$ cat config.mk
export PLATFORM = sky130hd
export DESIGN_NAME = ofs_asp_mmio64_csr_responder
export DESIGN_NICKNAME = d
export VERILOG_FILES = /design/src/rtl/ofs_asp_pkg.sv /design/src/rtl/ofs_asp_mmio_rd_pipe.sv /design/src/rtl/ofs_asp_mmio64_csr_responder.sv
export SDC_FILE = /design/constraint.sdc
export NUM_CORES = 1
export LEC_CHECK = 0
export CAP_MARGIN = 20
export CORE_MARGIN = 2
export CORE_UTILIZATION = 40
export DETAILED_ROUTE_END_ITERATION = 10
export GPL_ROUTABILITY_DRIVEN = 0
export HOLD_SLACK_MARGIN = 0.02
export PLACE_DENSITY = 0.77
export SLEW_MARGIN = 25
export SYNTH_ARGS = -nofsm -noshare
export SYNTH_HDL_FRONTEND = slang
export SYNTH_HIERARCHICAL = 1
export SYNTH_SLANG_ARGS = --single-unit
$ cat constraint.sdc
create_clock -name pClk -period 2.4 [get_ports pClk]
set_input_delay 0.48 -clock pClk [delete_from_list [all_inputs] [get_ports pClk]]
set_output_delay 0.48 -clock pClk [all_outputs]
set_load 0.02 [all_outputs]
$ cat src/rtl/ofs_asp_pkg.sv
// Shared types, CSR word offsets and byte-lane merge helper for the ASP MMIO64 CSR responder.
package ofs_asp_pkg;

  typedef logic [63:0] t_mmio64_data;

  localparam logic [3:0] MMIO_CSR_DFH         = 4'h0;
  localparam logic [3:0] MMIO_CSR_ID_L        = 4'h1;
  localparam logic [3:0] MMIO_CSR_ID_H        = 4'h2;
  localparam logic [3:0] MMIO_CSR_SCRATCH     = 4'h3;
  localparam logic [3:0] MMIO_CSR_CTRL        = 4'h4;
  localparam logic [3:0] MMIO_CSR_STATUS      = 4'h5;
  localparam logic [3:0] MMIO_CSR_DOORBELL    = 4'h6;
  localparam logic [3:0] MMIO_CSR_CYCLE_COUNT = 4'h7;
  localparam logic [3:0] MMIO_CSR_ERR_COUNT   = 4'h8;

  function automatic t_mmio64_data apply_byteenable(input t_mmio64_data old_v,
                                                    input t_mmio64_data new_v,
                                                    input logic [7:0]   be);
    t_mmio64_data res;
    for (int i = 0; i < 8; i++) begin
      res[i*8 +: 8] = be[i] ? new_v[i*8 +: 8] : old_v[i*8 +: 8];
    end
    return res;
  endfunction

endpackage

$ cat src/rtl/ofs_asp_mmio_rd_pipe.sv
// Fixed-depth valid/data shift pipeline for MMIO read responses; synchronous flush drops
// everything in flight. Data lanes are forced to zero whenever the matching valid is low.
module ofs_asp_mmio_rd_pipe
  import ofs_asp_pkg::*;
#(
  parameter int DEPTH = 2
) (
  input  logic         clk_i,
  input  logic         flush_i,
  input  logic         valid_i,
  input  t_mmio64_data data_i,
  output logic         valid_o,
  output t_mmio64_data data_o
);

  logic [DEPTH-1:0] valid_q;
  t_mmio64_data     data_q [DEPTH];

  always_ff @(posedge clk_i) begin
    if (flush_i) begin
      valid_q <= '0;
      for (int i = 0; i < DEPTH; i++) begin
        data_q[i] <= '0;
      end
    end else begin
      valid_q[0] <= valid_i;
      data_q[0]  <= valid_i ? data_i : '0;
      for (int i = 1; i < DEPTH; i++) begin
        valid_q[i] <= valid_q[i-1];
        data_q[i]  <= data_q[i-1];
      end
    end
  end

  assign valid_o = valid_q[DEPTH-1];
  assign data_o  = data_q[DEPTH-1];

endmodule

$ cat src/rtl/ofs_asp_mmio64_csr_responder.sv
// Avalon-MM sink for the host 64-bit MMIO channel: small CSR file with fixed-latency reads.
// Optional saturating error counter at word 0x8 is built when ASP_MMIO_ERR_COUNT_EN is defined.
module ofs_asp_mmio64_csr_responder
  import ofs_asp_pkg::*;
#(
  parameter int          ADDR_WIDTH   = 16,
  parameter int          READ_LATENCY = 2,
  parameter logic [63:0] DFH_VALUE    = 64'h1000_0000_0000_1000,
  parameter logic [63:0] AFU_ID_L     = 64'h0,
  parameter logic [63:0] AFU_ID_H     = 64'h0
) (
  input  logic                  pClk,
  input  logic                  pClk_reset,
  input  logic [ADDR_WIDTH-1:0] avmm_address,
  input  logic                  avmm_read,
  input  logic                  avmm_write,
  input  logic [63:0]           avmm_writedata,
  input  logic [7:0]            avmm_byteenable,
  output logic                  avmm_waitrequest,
  output logic [63:0]           avmm_readdata,
  output logic                  avmm_readdatavalid,
  output logic [63:0]           ctrl_out,
  input  logic [63:0]           status_in,
  output logic                  doorbell_pulse,
  output logic [63:0]           doorbell_data
);

  logic         wait_q;
  logic         hold_q;
  t_mmio64_data scratch_q;
  t_mmio64_data ctrl_q;
  t_mmio64_data status_q;
  t_mmio64_data db_data_q;
  t_mmio64_data cycle_q;
  logic         db_pulse_q;
  t_mmio64_data rd_data_d;

  logic [3:0] offset;
  logic       in_window;
  logic       rd_acc;
  logic       wr_acc;
  logic       collide;

  assign offset    = avmm_address[3:0];
  assign in_window = (avmm_address[ADDR_WIDTH-1:4] == '0);
  assign rd_acc    = avmm_read & ~wait_q;
  assign collide   = avmm_read & avmm_write & ~wait_q;
  // A write that collides with a read is dropped; the read still goes through.
  assign wr_acc    = avmm_write & ~avmm_read & ~wait_q;

`ifdef ASP_MMIO_ERR_COUNT_EN
  logic [31:0] err_q;
  logic        unmapped;
  logic        ro_hit;
  logic        err_event;
  logic        err_clear;

  assign unmapped  = ~in_window | (offset > MMIO_CSR_ERR_COUNT);
  assign ro_hit    = in_window & ((offset == MMIO_CSR_DFH)    | (offset == MMIO_CSR_ID_L) |
                                  (offset == MMIO_CSR_ID_H)   | (offset == MMIO_CSR_STATUS) |
                                  (offset == MMIO_CSR_CYCLE_COUNT));
  assign err_event = collide | (rd_acc & unmapped) | (wr_acc & (unmapped | ro_hit));
  assign err_clear = wr_acc & in_window & (offset == MMIO_CSR_ERR_COUNT);

  always_ff @(posedge pClk) begin
    if (pClk_reset) begin
      err_q <= '0;
    end else if (err_clear) begin
      err_q <= '0;
    end else if (err_event && (err_q != '1)) begin
      err_q <= err_q + 32'd1;
    end
  end
`endif

  always_comb begin
    rd_data_d = '0;
    if (in_window) begin
      case (offset)
        MMIO_CSR_DFH:         rd_data_d = DFH_VALUE;
        MMIO_CSR_ID_L:        rd_data_d = AFU_ID_L;
        MMIO_CSR_ID_H:        rd_data_d = AFU_ID_H;
        MMIO_CSR_SCRATCH:     rd_data_d = scratch_q;
        MMIO_CSR_CTRL:        rd_data_d = ctrl_q;
        MMIO_CSR_STATUS:      rd_data_d = status_q;
        MMIO_CSR_DOORBELL:    rd_data_d = db_data_q;
        MMIO_CSR_CYCLE_COUNT: rd_data_d = cycle_q;
`ifdef ASP_MMIO_ERR_COUNT_EN
        MMIO_CSR_ERR_COUNT:   rd_data_d = {32'h0, err_q};
`endif
        default:              rd_data_d = '0;
      endcase
    end
  end

  // waitrequest stays up through the reset cycle plus one more, via hold_q.
  always_ff @(posedge pClk) begin
    if (pClk_reset) begin
      hold_q     <= 1'b1;
      wait_q     <= 1'b1;
      scratch_q  <= '0;
      ctrl_q     <= '0;
      status_q   <= '0;
      db_data_q  <= '0;
      db_pulse_q <= 1'b0;
      cycle_q    <= '0;
    end else begin
      hold_q     <= 1'b0;
      wait_q     <= hold_q;
      status_q   <= status_in;
      cycle_q    <= cycle_q + 64'd1;
      db_pulse_q <= 1'b0;
      if (wr_acc && in_window) begin
        case (offset)
          MMIO_CSR_SCRATCH:  scratch_q <= apply_byteenable(scratch_q, avmm_writedata, avmm_byteenable);
          MMIO_CSR_CTRL:     ctrl_q    <= apply_byteenable(ctrl_q, avmm_writedata, avmm_byteenable);
          MMIO_CSR_DOORBELL: begin
            db_data_q  <= apply_byteenable(db_data_q, avmm_writedata, avmm_byteenable);
            db_pulse_q <= 1'b1;
          end
          default: ;
        endcase
      end
    end
  end

  ofs_asp_mmio_rd_pipe #(
    .DEPTH (READ_LATENCY)
  ) u_rd_pipe (
    .clk_i   (pClk),
    .flush_i (pClk_reset),
    .valid_i (rd_acc),
    .data_i  (rd_data_d),
    .valid_o (avmm_readdatavalid),
    .data_o  (avmm_readdata)
  );

  assign avmm_waitrequest = wait_q;
  assign ctrl_out         = ctrl_q;
  assign doorbell_pulse   = db_pulse_q;
  assign doorbell_data    = db_data_q;

endmodule

# == Yosys cells after proc, flatten, opt, wreduce, memory -nomap -nowiden ==
# Memories as Yosys holds them, arrays and structs flattened.
# Index checks and enable logic that the tools add are counted.
# op_classes
muxes,9
n_reduce_logical,28
bitwise,8
n_eq_ne,5
n_addsub,1
# op_table
cell,count
64-bit case mux with 6 select lines,1
64-bit 2-to-1 mux,4
3-bit AND reduction,24
"64-bit by 1-bit adder with 64-bit output, second input constant",1
"4-bit by 3-bit == test with 1-bit output, second input constant",4
12-bit logical NOT,1
"4-bit by 2-bit == test with 1-bit output, second input constant",1
4-bit logical NOT,1
1-bit 2-to-1 mux,4
1-bit AND,3
1-bit NOT,3
1-bit OR,2
2-bit OR reduction,1
1-bit logical AND,1
# totals
memories,1
ramBits,128
output_inout_bits,195
ff_bits,325
# mem_list
name,depth,word_bits,read_ports,rd_clocked_by_memory_dff,write_ports,line_no,source
u_rd_pipe.data_q,2,64,2,0,2,ofs_asp_mmio_rd_pipe.sv:17,t_mmio64_data data_q [DEPTH];

# == Depth between registers and ports, before layout ==
# depth
depth_word,6
ltp_mapped,8
mapped_depth_nobuf,6

# == By module ==
# The synthesis kept the hierarchy.
# modules_own_cells
module,area_per_inst_um2,cells_each,seq_area_each_um2,n_inst
ofs_asp_mmio64_csr_responder,13282.7,1633,6466.2,1
ofs_asp_mmio_rd_pipe,4161.5,345,2602.5,1

# == Worst setup path before layout ==
# OpenSTA, ideal clock, no wires.
# synth_timing
path_kind,reg2reg
start,register cycle_q[0]
end,register cycle_q[58]
path_slack_ns,-0.061
setup_ns,0.070
arrival_ns,2.391
required_time_ns,2.330
n_path_buf,0
path_stages_with_launch,7
cell_sequence,dfxtp_1 -> ha_1 -> nand4_2 -> or4_4 -> or4_4 -> or3_1 -> a21oi_1
# synth_via
elab_chain_len,1
# synth_lines
element,line_no,source
from (decl),ofs_asp_mmio64_csr_responder.sv:34,t_mmio64_data cycle_q;
from (signal assigned),ofs_asp_mmio64_csr_responder.sv:111,cycle_q <= cycle_q + 64'd1;
64-bit by 1-bit adder with 64-bit output,ofs_asp_mmio64_csr_responder.sv:111,
# Every way passes these cells.
# A chain may end at the register's enable or synchronous reset.

# == Worst setup path after layout ==
# Ends and elaborated chain as after synthesis.

==> results.toml <==
[synthesis]
synthArstFlopShare_pct = 0
syn_area_um2 = 17400
synth_cell_types = 42
yosysSeqAreaShare_pct = 52.0
avgSynthCellArea_um2 = 8.82
syn-num-nets = 2135
ys_top_cells_by_count = "dfxtp_1 (453), nand2_1 (409), a21oi_1 (276), nor2b_1 (135), clkbuf_1 (115)"
yosysTopAreaCell = "dfxtp_1"
ys_ff_latch = 453
synth_edf_count = 0
yosysTopAreaCellShare_pct = 52.0
yosys_most_used_dff = "dfxtp_1"
synthCells = 1978
yosys-top-cells-area = "dfxtp_1 (52%), nand2_1 (8.8%), a21oi_1 (7.9%)"
yosysMostFrequentCell = "dfxtp_1"
ys_warn_count = 6

[finish]
drive_above_1_share_pct = 9.39
final_cell_area_um2 = 23400
final_nets = 2444
fillers = 3749
syn2layout_area_growth_pct = 33.9
antennaDiodeCount = 0

[setup_path]
path_max_fanout = 5
worstSetupEndpointType = "flop"
critPathArrivalTime_ps = 2820
crit_path_start = "cycle_q[0]$_SDFF_PP0_"
cp-start-kind = "flop"
rr_startpoint = "cycle_q[0]$_SDFF_PP0_"
critPathKind = "reg -> reg"
worstPathRequired_ps = 2900

[power_and_ir_drop]
finalPower_uw = 15800
p_per_area_nw_per_um2 = 675
p_leak_uw = 0.00814
ir_drop_v = 0.000436

[die]
fp.dieH_um = 213
fp.dieW_um = 213
initial_utilization_pct = 40.5
core_region_area_um2 = 43100
io_pins = 351
dieArea_um2 = 45300
rows = 76

[clock_network]
cts_tree = "yes"
cts_buffers = 48
clk_pin_slew_worst_paths_ps = 60
clock-sinks = 453
h-tree-depth = 2
clockBufferDepth = 3
insertion_delay_ps = 570
cts_root_buffer = "clkbuf_16"

[global_route]
grt_use_met3_pct = 4.00
grt.busiest_layer = "met2"
grt_pass1_wl_um = 81800
grtUsageMet1_pct = 29.3
met2_usage_pct = 38.1
grt_pass1_vias = 15300
antenna_found_initial = 0
grt_max_degree = 73
grt.total_usage_pct = 22.6
grt-ovfl-total = 0

[timing]
fin_worst_skew_ps = 9.32
hold_viol_final = 0
fin_crit_ps = 2320
setup_viol = 0
maxSlewViolCount = 0
rsz0062_at_grt = "false"
max_freq_mhz = 431
worstMarginPinSlew_ps = 594
layout_worst_path_cycle_share_pct = 96.6
relSlewSlack_pct = 60.4

[route]
viasPerCell = 5.42
drc = 0
drtPass1Iterations = 10
wl_um = 53300
avgRoutedWirePerCell_um = 18.3
ant_nets = 0
vias = 15700
drtIter0Drc = 1781

[place]
detailed_place_hpwl_um = 36800
io_buffers = 350
dpl_cell_area_um2 = 21700

[hold_path]
worst_hold_startpoint = "pClk_reset"
hold_class = "in -> reg"

[run_status]
status = "completed"

[flow_run]
maxCapViolations = 0
-- metal layers --
layer / part of all wire [%] / wire length [µm] / vias to the layer above
met1: 41 / 21700 / 7419
met5: 0 / 0 / -
li1: - / - / 7438
met4: 2.8 / 1490 / 0
met2: 48 / 25700 / 789
met3: 8.2 / 4370 / 100
-- cell families after synthesis --
group / Yosys count / synth area share (%)
XOR/XNOR: 41 / 2.06
adder cells (fa/ha/maj): 1 / 0.0717
flip-flops: 453 / 52.0
multiplexers: 1 / 0.0645
AO/OA/AOI/OAI: 427 / 15.0
AND/OR/NAND/NOR: 844 / 24.6
buffers and inverters: 211 / 6.21
-- path summary, 6_finish.rpt --
path,end,slack (ps),cells past startpoint
max,cycle_q[58]$_SDFF_PP0_,80,6
min,u_rd_pipe/data_q[0][72]$_SDFF_PP0_,360,2
max reg2reg,cycle_q[58]$_SDFF_PP0_,80,6
min reg2reg,avmm_waitrequest$_SDFF_PP1_,410,1
-- cell usage in the layout (no fill, tap or decap), types with 20 or more instances in the layout --
cell,count
a22oi_1,66
a21oi_1,275
nor2b_1,134
nor2_1,53
o21ai_0,20
buf_4,95
nand3_1,52
dfxtp_1,450
nand4_1,28
nand2_1,409
xor2_1,27
a222oi_1,62
and3b_1,65
and3_1,29
clkbuf_16,49
clkdlybuf4s50_1,349
-- final cells by class --
cell class / instances / area (µm²) / area share, %
repair buffers: 462 / 4560 / 19.5
flip-flops and latches: 453 / 9070 / 38.8
clock inverters: 21 / 239 / 1.02
clock buffers: 63 / 1350 / 5.77
inverters: 8 / 30.0 / 0.129
well taps: 585 / 732 / 3.13
multi-input cells: 1314 / 7380 / 31.6
-- through the flow --
stage	hold slack [ps]	setup TNS (ps)	util, %	instances	worst slack (ps)
5_1_grt	365	0	54.2	2906	0.886
4_1_cts	333	-3.96	54.1	2902	-3.96
6_report	360	0	54.2	2906	80.6
3_3_place_gp	395	-16750	50.4	2818	-178
2_1_floorplan	389	0	-	1978	8.93
3_5_place_dp	396	-24960	50.4	2818	-198
-- sequential cells by signal (all words and copies together) (netlist names) --
name / flops
avmm_waitrequest: 1
ctrl_out: 64
cycle_q: 64
doorbell_data: 64
doorbell_pulse: 1
hold_q: 1
scratch_q: 64
status_q: 64
u_rd_pipe/data_q: 128
u_rd_pipe/valid_q: 2
-- worst max-delay path, cell delays in order, from the launching register on --
cell and delay (ps):
dfxtp_2 350, ha_4 150, nand4_4 110, or4_4 540, or4_4 590, or3_4 390
a21oi_2 110
-- power by group --
part	internal, µW	leakage (µW)	switching (µW)
combinational	357	0.00371	341
clock	4400	0.000770	3070
sequential	7580	0.00367	26.4
-- repair_timing --
| action | 4_1_cts | 5_1_grt |
|---|---|---|
| endpoints found under the setup margin | 3 | 7 |
| hold buffers | 0 | 0 |
| gates resized for setup | 0 | 5 |
| pin swaps | 2 | 5 |
| endpoints found under the hold margin | 0 | 0 |
| setup buffers | 0 | 4 |
No activity file was read; power rests on OpenSTA's default activity.
